===== config.mk =====
export PLATFORM = sky130hd
export DESIGN_NAME = lsu_mem_adapter
export DESIGN_NICKNAME = d
export VERILOG_FILES = /design/src/rtl/lsu_mem_adapter.sv
export SDC_FILE = /design/constraint.sdc
export NUM_CORES = 1
export LEC_CHECK = 0
export BUFFER_PORTS_ARGS = -buffer_cell sky130_fd_sc_hd__buf_2
export CORE_UTILIZATION = 25
export CTS_CLUSTER_SIZE = 10
export DETAILED_ROUTE_END_ITERATION = 10
export GPL_ROUTABILITY_DRIVEN = 1
export PLACE_DENSITY_LB_ADDON = 0.25
export SKIP_LAST_GASP = 1
export SLEW_MARGIN = 10
export SYNTH_ARGS = -nofsm -noshare
export SYNTH_HDL_FRONTEND = slang
export SYNTH_SLANG_ARGS = --single-unit

===== constraint.sdc =====
create_clock -name clk -period 5.4 [get_ports clk]
set_input_delay 0.81 -clock clk [delete_from_list [all_inputs] [get_ports clk]]
set_output_delay 0.81 -clock clk [all_outputs]
set_load 0.01 [all_outputs]

===== src/rtl/lsu_mem_adapter.sv =====
// Load/store adapter between the execute stage and a word-addressed memory with
// combinational read and clocked write; sub-word stores use read-modify-write.
module lsu_mem_adapter #(
    parameter int ADDR_W = 12
) (
    input  logic              clk,
    input  logic              rst_n,
    input  logic              req_valid,
    output logic              req_ready,
    input  logic              req_we,
    input  logic [2:0]        req_funct3,
    input  logic [31:0]       req_addr,
    input  logic [31:0]       req_wdata,
    output logic              resp_valid,
    output logic [31:0]       resp_rdata,
    output logic              resp_err,
    output logic [ADDR_W-1:0] mem_addr,
    output logic [31:0]       mem_write_data,
    output logic              mem_write,
    input  logic [31:0]       mem_data,
    output logic [2:0]        dbg_state
);

    // Handshake: a request transfers on a rising edge where req_valid && req_ready;
    // req_ready is high only in IDLE, and resp_valid is a single-cycle completion pulse.
    typedef enum logic [2:0] {
        S_IDLE   = 3'd0,
        S_ACCESS = 3'd1,
        S_MERGE  = 3'd2,
        S_ERR    = 3'd3,
        S_RESP   = 3'd4
    } state_t;

    state_t              state_q, state_d;
    logic                we_q, we_d;
    logic [2:0]          f3_q, f3_d;
    logic [ADDR_W+1:0]   addr_q, addr_d;
    logic [31:0]         wdata_q, wdata_d;
    logic [31:0]         old_q, old_d;
    logic [31:0]         rdata_q, rdata_d;

    logic                accept;
    logic                legal;
    logic [31:0]         byte_word;
    logic [31:0]         half_word;
    logic [31:0]         load_val;
    logic [31:0]         merged;
    logic [4:0]          byte_sh;
    logic [4:0]          half_sh;

    always_comb begin
        legal = 1'b0;
        case (req_funct3)
            3'b000: legal = 1'b1;
            3'b001: legal = !req_addr[0];
            3'b010: legal = (req_addr[1:0] == 2'b00);
            3'b100: legal = !req_we;
            3'b101: legal = !req_we && !req_addr[0];
            default: legal = 1'b0;
        endcase
        if (req_addr[31:ADDR_W+2] != '0) begin
            legal = 1'b0;
        end
    end

    // Lane extraction and little-endian merge both work on the latched address.
    always_comb begin
        byte_sh   = {addr_q[1:0], 3'b000};
        half_sh   = {addr_q[1], 4'b0000};
        byte_word = mem_data >> byte_sh;
        half_word = mem_data >> half_sh;
        load_val  = mem_data;
        case (f3_q)
            3'b000: load_val = {{24{byte_word[7]}}, byte_word[7:0]};
            3'b001: load_val = {{16{half_word[15]}}, half_word[15:0]};
            3'b100: load_val = {24'h0, byte_word[7:0]};
            3'b101: load_val = {16'h0, half_word[15:0]};
            default: load_val = mem_data;
        endcase
        if (f3_q == 3'b000) begin
            merged = (old_q & ~(32'h0000_00FF << byte_sh)) | ({24'h0, wdata_q[7:0]} << byte_sh);
        end else begin
            merged = (old_q & ~(32'h0000_FFFF << half_sh)) | ({16'h0, wdata_q[15:0]} << half_sh);
        end
    end

    always_comb begin
        accept  = req_valid && (state_q == S_IDLE);
        state_d = state_q;
        we_d    = we_q;
        f3_d    = f3_q;
        addr_d  = addr_q;
        wdata_d = wdata_q;
        old_d   = old_q;
        rdata_d = rdata_q;
        case (state_q)
            S_IDLE: begin
                if (accept) begin
                    we_d    = req_we;
                    f3_d    = req_funct3;
                    addr_d  = req_addr[ADDR_W+1:0];
                    wdata_d = req_wdata;
                    rdata_d = '0;
                    state_d = legal ? S_ACCESS : S_ERR;
                end
            end
            S_ACCESS: begin
                if (!we_q) begin
                    rdata_d = load_val;
                    state_d = S_RESP;
                end else if (f3_q == 3'b010) begin
                    state_d = S_RESP;
                end else begin
                    old_d   = mem_data;
                    state_d = S_MERGE;
                end
            end
            S_MERGE: state_d = S_RESP;
            S_ERR:   state_d = S_IDLE;
            S_RESP:  state_d = S_IDLE;
            default: state_d = S_IDLE;
        endcase
    end

    always_ff @(posedge clk or negedge rst_n) begin
        if (!rst_n) begin
            state_q <= S_IDLE;
            we_q    <= 1'b0;
            f3_q    <= 3'b000;
            addr_q  <= '0;
            wdata_q <= '0;
            old_q   <= '0;
            rdata_q <= '0;
        end else begin
            state_q <= state_d;
            we_q    <= we_d;
            f3_q    <= f3_d;
            addr_q  <= addr_d;
            wdata_q <= wdata_d;
            old_q   <= old_d;
            rdata_q <= rdata_d;
        end
    end

    // Write strobe comes straight from state so reset kills a pending write at once.
    always_comb begin
        mem_write = ((state_q == S_ACCESS) && we_q && (f3_q == 3'b010)) || (state_q == S_MERGE);
        if (state_q == S_MERGE) begin
            mem_write_data = merged;
        end else if (mem_write) begin
            mem_write_data = wdata_q;
        end else begin
            mem_write_data = '0;
        end
    end

    assign mem_addr   = addr_q[ADDR_W+1:2];
    assign req_ready  = (state_q == S_IDLE);
    assign resp_valid = (state_q == S_RESP) || (state_q == S_ERR);
    assign resp_err   = (state_q == S_ERR);
    assign resp_rdata = rdata_q;
    assign dbg_state  = state_q;

endmodule


After elaboration in Yosys (flattened, before gate mapping)
Cells that the tools add are included.

Output and inout bits: 83. Logic and storage cells: 65. Bits in registers: 117. Bits of input ports: 103.

Reductions and logical operators: 17. Shift-type cells: 6. Bitwise gates (word level): 7. Equality and inequality tests: 14. Mux-type cells: 14.

Operator list (count): 32-bit two-way mux (5); 32-bit case mux with 4 select lines (1); 32-bit AND (2); 32-bit inverter (2); 32-bit bitwise OR (2); 32-bit case mux with 2 select lines (1); 16-bit by 5-bit left shift with 32-bit output (1); 16-bit by 5-bit left shift with 32-bit output, first input constant (1); 8-bit by 5-bit left shift with 32-bit output (1); 8-bit by 5-bit left shift with 32-bit output, first input constant (1); 32-bit by 5-bit >> shifter with 16-bit output (1); 32-bit by 5-bit >> shifter with 8-bit output (1); 18-bit nonzero test (1); 3-bit equality test, second input constant (5); 3-bit by 2-bit equality test with 1-bit output, second input constant (4); 3-bit by 1-bit equality test with 1-bit output, second input constant (3); 3-bit zero test (3); 3-bit two-way mux (3); 3-bit case mux with 3 select lines (1); 3-bit AND reduction (2); 1-bit case mux with 5 select lines (1); 1-bit logical AND (4); 1-bit zero test (2); 2-bit zero test (1); 8 further kinds (9).

Depth between registers and ports, before layout
Depth in word-level cells: 7. Gate-level depth with buffers: 7. Mapped depth without buffers: 4.

Worst setup path before layout
OpenSTA, ideal clock, no wires.

Path type: register -> output. From: reg state_q[1] (netlist: dbg_state[1]). To: out mem_write_data[10]. Arrival time: 1.747 ns. Buffers on the path: 2. Cell stages (with the launch flop): 7. Data required time: 4.590 ns. Path slack: 2.843 ns. Cell sequence: dfrtp_1 > buf_2 > or3b_1 > clkbuf_1 > a21oi_4 > o22ai_1 > nor3_1.

Longest elaborated chain between the ends: 6. Elaborated cells between the ends (all ways): 7. Classes of those cells: 2 x eq/ne; 2 x mux; 3 x reduce/logical.

Ends and longest elaborated chain: from (decl) (RTL line 34) `state_t state_q, state_d;`; from (signal assigned) (RTL line 135) `state_q <= state_d;`; 3-bit by 1-bit equality test with 1-bit output (RTL line 147) `mem_write = ((state_q == S_ACCESS) && we_q && (f3_q == 3'b010)) || (state_q == S_MERGE);`; 1-bit logical AND (2 in series) (RTL line 147); 1-bit logical OR (RTL line 147); 32-bit two-way mux (RTL line 150) `end else if (mem_write) begin`; 32-bit two-way mux * (RTL line 148) `if (state_q == S_MERGE) begin`; to (decl) (RTL line 18) `output logic [31:0] mem_write_data,`.

Mark *: on every way between the ends. The rest lies on a longest branch, timed or not.

Worst setup path after layout
From: reg f3_q[1]. To: out mem_write_data[12].

Longest elaborated chain between the ends: 5. Elaborated cells between the ends (all ways): 7. Classes of those cells: 1 x eq/ne; 3 x mux; 3 x reduce/logical.

Ends and longest elaborated chain: from (decl) (RTL line 36) `logic [2:0] f3_q, f3_d;`; from (signal assigned) (RTL line 129) `f3_q <= 3'b000;`; from (signal assigned) (RTL line 137) `f3_q <= f3_d;`; 3-bit by 2-bit equality test with 1-bit output (RTL line 147); 1-bit logical AND (RTL line 147); 1-bit logical OR (RTL line 147); 32-bit two-way mux (RTL line 150); 32-bit two-way mux * (RTL line 148).

Marked as above.

==> run metrics <==
Worst Slack Setup Final 1.57 ns; DIE AREA 23700 um2; Residual DRC 0; CP required 4.59 ns; cts-stage hold buffer count 0; Buf/Inv on CP 1; Final Cycle Share 70.9%; overall power 4.60 mW; drt total wl 19700 um; Worst path slowest cell nor4_4; TritonCTS clock tree yes; synth unique cells 47; # port buffers 185; io pins 186; crit path capture type output port; WS Path Type reg2out; Max clock buf depth 2; critical-path cell list or3b_4 -> nor4_4 -> nor2_4 -> nor3_1 -> buf_2; Setup violations, final 0; ANT nets after route 0; GRT Total Usage 17.2%; Pwr Density 617 nW/um2; VDD IR max 0.000194 V; vias in the first global route 4771; largest net degree at the start of global routing 61; Post-Synth Simple-Gate Area 11.6%; Worst-path clk slew 0.06 ns; Non-Filler Instances 971; synthesized area per cell 11.4 um2; Worst-Skew Late Latency 0.43 ns; DP Worst Slack 2.03 ns; largest family of logic cells by synthesized area multiplexers; CP Launch Type register; die width 154 um; Synth top area share 50.7%; RR Endpoint wdata_q[24]$_DFFE_PN0P_; core area 22600 um2; crit path time final 3.83 ns; HP Class in2async; clk sinks 117; Util after Layout 32.9%; antenna cells 0; Vias/cell 4.87; Worst Reg2Reg Path Length in Cells 3; final instance area 7460 um2; root buffer cell clkbuf_16; CTS buffer count 17; number of synthesized flops with an enable pin 0; Final Net Count 776; Synth Area in Adders 0%; CTS resizes 0; Post-Syn Instances 508; family with the most delay on the worst path simple AND/OR/NAND/NOR gates; Seq cells post-synth 117; total of max-cap violations 0; mux share of post-synthesis cell area 19.3%; Synth Area in Compound Gates 13.5%; # H-tree levels 4; Synth top cells by count dfrtp_1 (117), mux2_2 (81), nand2_1 (46); layout cell share with drive strength beyond 1 46.4%; Placed Instance Area 6840 um2; Chip Height 154 um; Final Hold Fails 0; row cnt 55; worst rel slew slack 22.2%; warnings from Yosys 0; register area share after synthesis 50.7%; dpl hpwl 14800 um; Mapped Area 5780 um2; grt total ovfl 0; leak pwr 3.54 nW; Final Skew 0.00964 ns; worst hold margin 0.454 ns; via count 4730; DR WL/cell 20.3 um; post-synth top area cell dfrtp_1; GPL Wtd Cong 0.786; unrepaired setup endpoints after global routing no; syn_nets 611; R2R Setup Slk 2.63 ns; count leader, synth dfrtp_1; DR pass1 iterations 4; Fmax achieved 261 MHz; initial antenna violation count 0; xor/xnor share of the synthesized area 0%; synth top area cells dfrtp_1 (51%), mux2_2 (16%), a221o_1 (4.2%); first-pass GRT wire length 29800 um; R2R Path Start dbg_state[2]$_DFFE_PN0P_; initial core utilization 25.5%; worst-margin pin slew 1.16 ns; dpl cells 939; Async S/R FF share, synth 100%; P&R area growth vs syn 29.1%; Worst Path Arrival 3.02 ns; crit path max fanout 17; First DRT Iteration DRCs 341; Post-CTS Setup Bufs 0; Final Slew Violations 0; outcome completed; setup TNS 0 ns; Top FF cell, synth dfrtp_1; slowest stage delay, CP 0.82 ns
[area by class of cell]
type,instances,area (um2)
Sequential cell,117,2930
Inverter,4,15.0
Fill cell,2345,15200
Clock inverter,13,170
Clock buffer,19,453
Timing Repair Buffer,190,966
Tap cell,285,357
Multi-Input combinational cell,343,2570
[routing by layer]
| layer | routed length (um) | share of wire (%) | track usage [%] |
|---|---|---|---|
| met2 | 9180 | 47 | 27.2 |
| met5 | 0 | 0 | 0 |
| met1 | 9250 | 47 | 23.4 |
| met4 | 263 | 1.3 | 4.76 |
| met3 | 1010 | 5.1 | 3.89 |
[sequential cells by signal, summed over array words and instances, names as in the netlist]
signal	flops
f3_q	3
resp_rdata	32
old_q	32
wdata_q	32
dbg_state	3
addr_q	14
we_q	1
[layout by cell type, fill, tap and decap left out, drive strengths merged]
master and instances:
buf 190, dfrtp 117, mux2 81, nand2 46, o21ai 46, a221o 24, nor2 23, clkbuf 19
mux2i 18, nand3 16, o22ai 15, a21oi 14, nor3 12, nand2b 10, inv 7, a21boi 6
nor4 6, clkinv 5, a21o 4, bufinv 3, and2 3, nor4b 3, or3 2, nand4 2
clkinvlp 2, nor3b 2, or3b 2, a31oi 2, o21a 1, o211ai 1, mux4 1, or2 1
a211oi 1, nand3b 1
[worst max path at each step]
stage / cells after the start / endpoint / start / slack [ns]
floorplan: 6 / mem_write_data[10] / dbg_state[1]$_DFFE_PN0P_ / 2.84
global placement: 5 / mem_write_data[13] / f3_q[1]$_DFFE_PN0P_ / 2.13
detailed placement: 5 / mem_write_data[12] / f3_q[1]$_DFFE_PN0P_ / 2.03
CTS: 5 / mem_write_data[12] / f3_q[1]$_DFFE_PN0P_ / 1.57
global route: 5 / mem_write_data[11] / f3_q[1]$_DFFE_PN0P_ / 1.38
finish: 5 / mem_write_data[12] / f3_q[1]$_DFFE_PN0P_ / 1.57
[worst reg2reg max path: cells and delay by family (launching register included)]
kind / cells / cell delay (ns)
AND/OR/NAND/NOR: 1 / 1.07
multiplexers: 1 / 0.43
buffers and inverters: 1 / 0.59
flip-flops: 1 / 0.56
[power by group]
part / switching (mW) / total [mW] / internal, mW
Combinational: 0.910 / 1.72 / 0.805
Clock: 0.446 / 1.20 / 0.756
Sequential: 0.398 / 1.68 / 1.29
[kinds of logic after synthesis]
| logic type | after synthesis |
|---|---|
| flops | 117 |
| mux | 100 |
| buf+inv | 48 |
| compound gates | 114 |
| simple gates | 129 |
(Power assumes the default switching activity.)
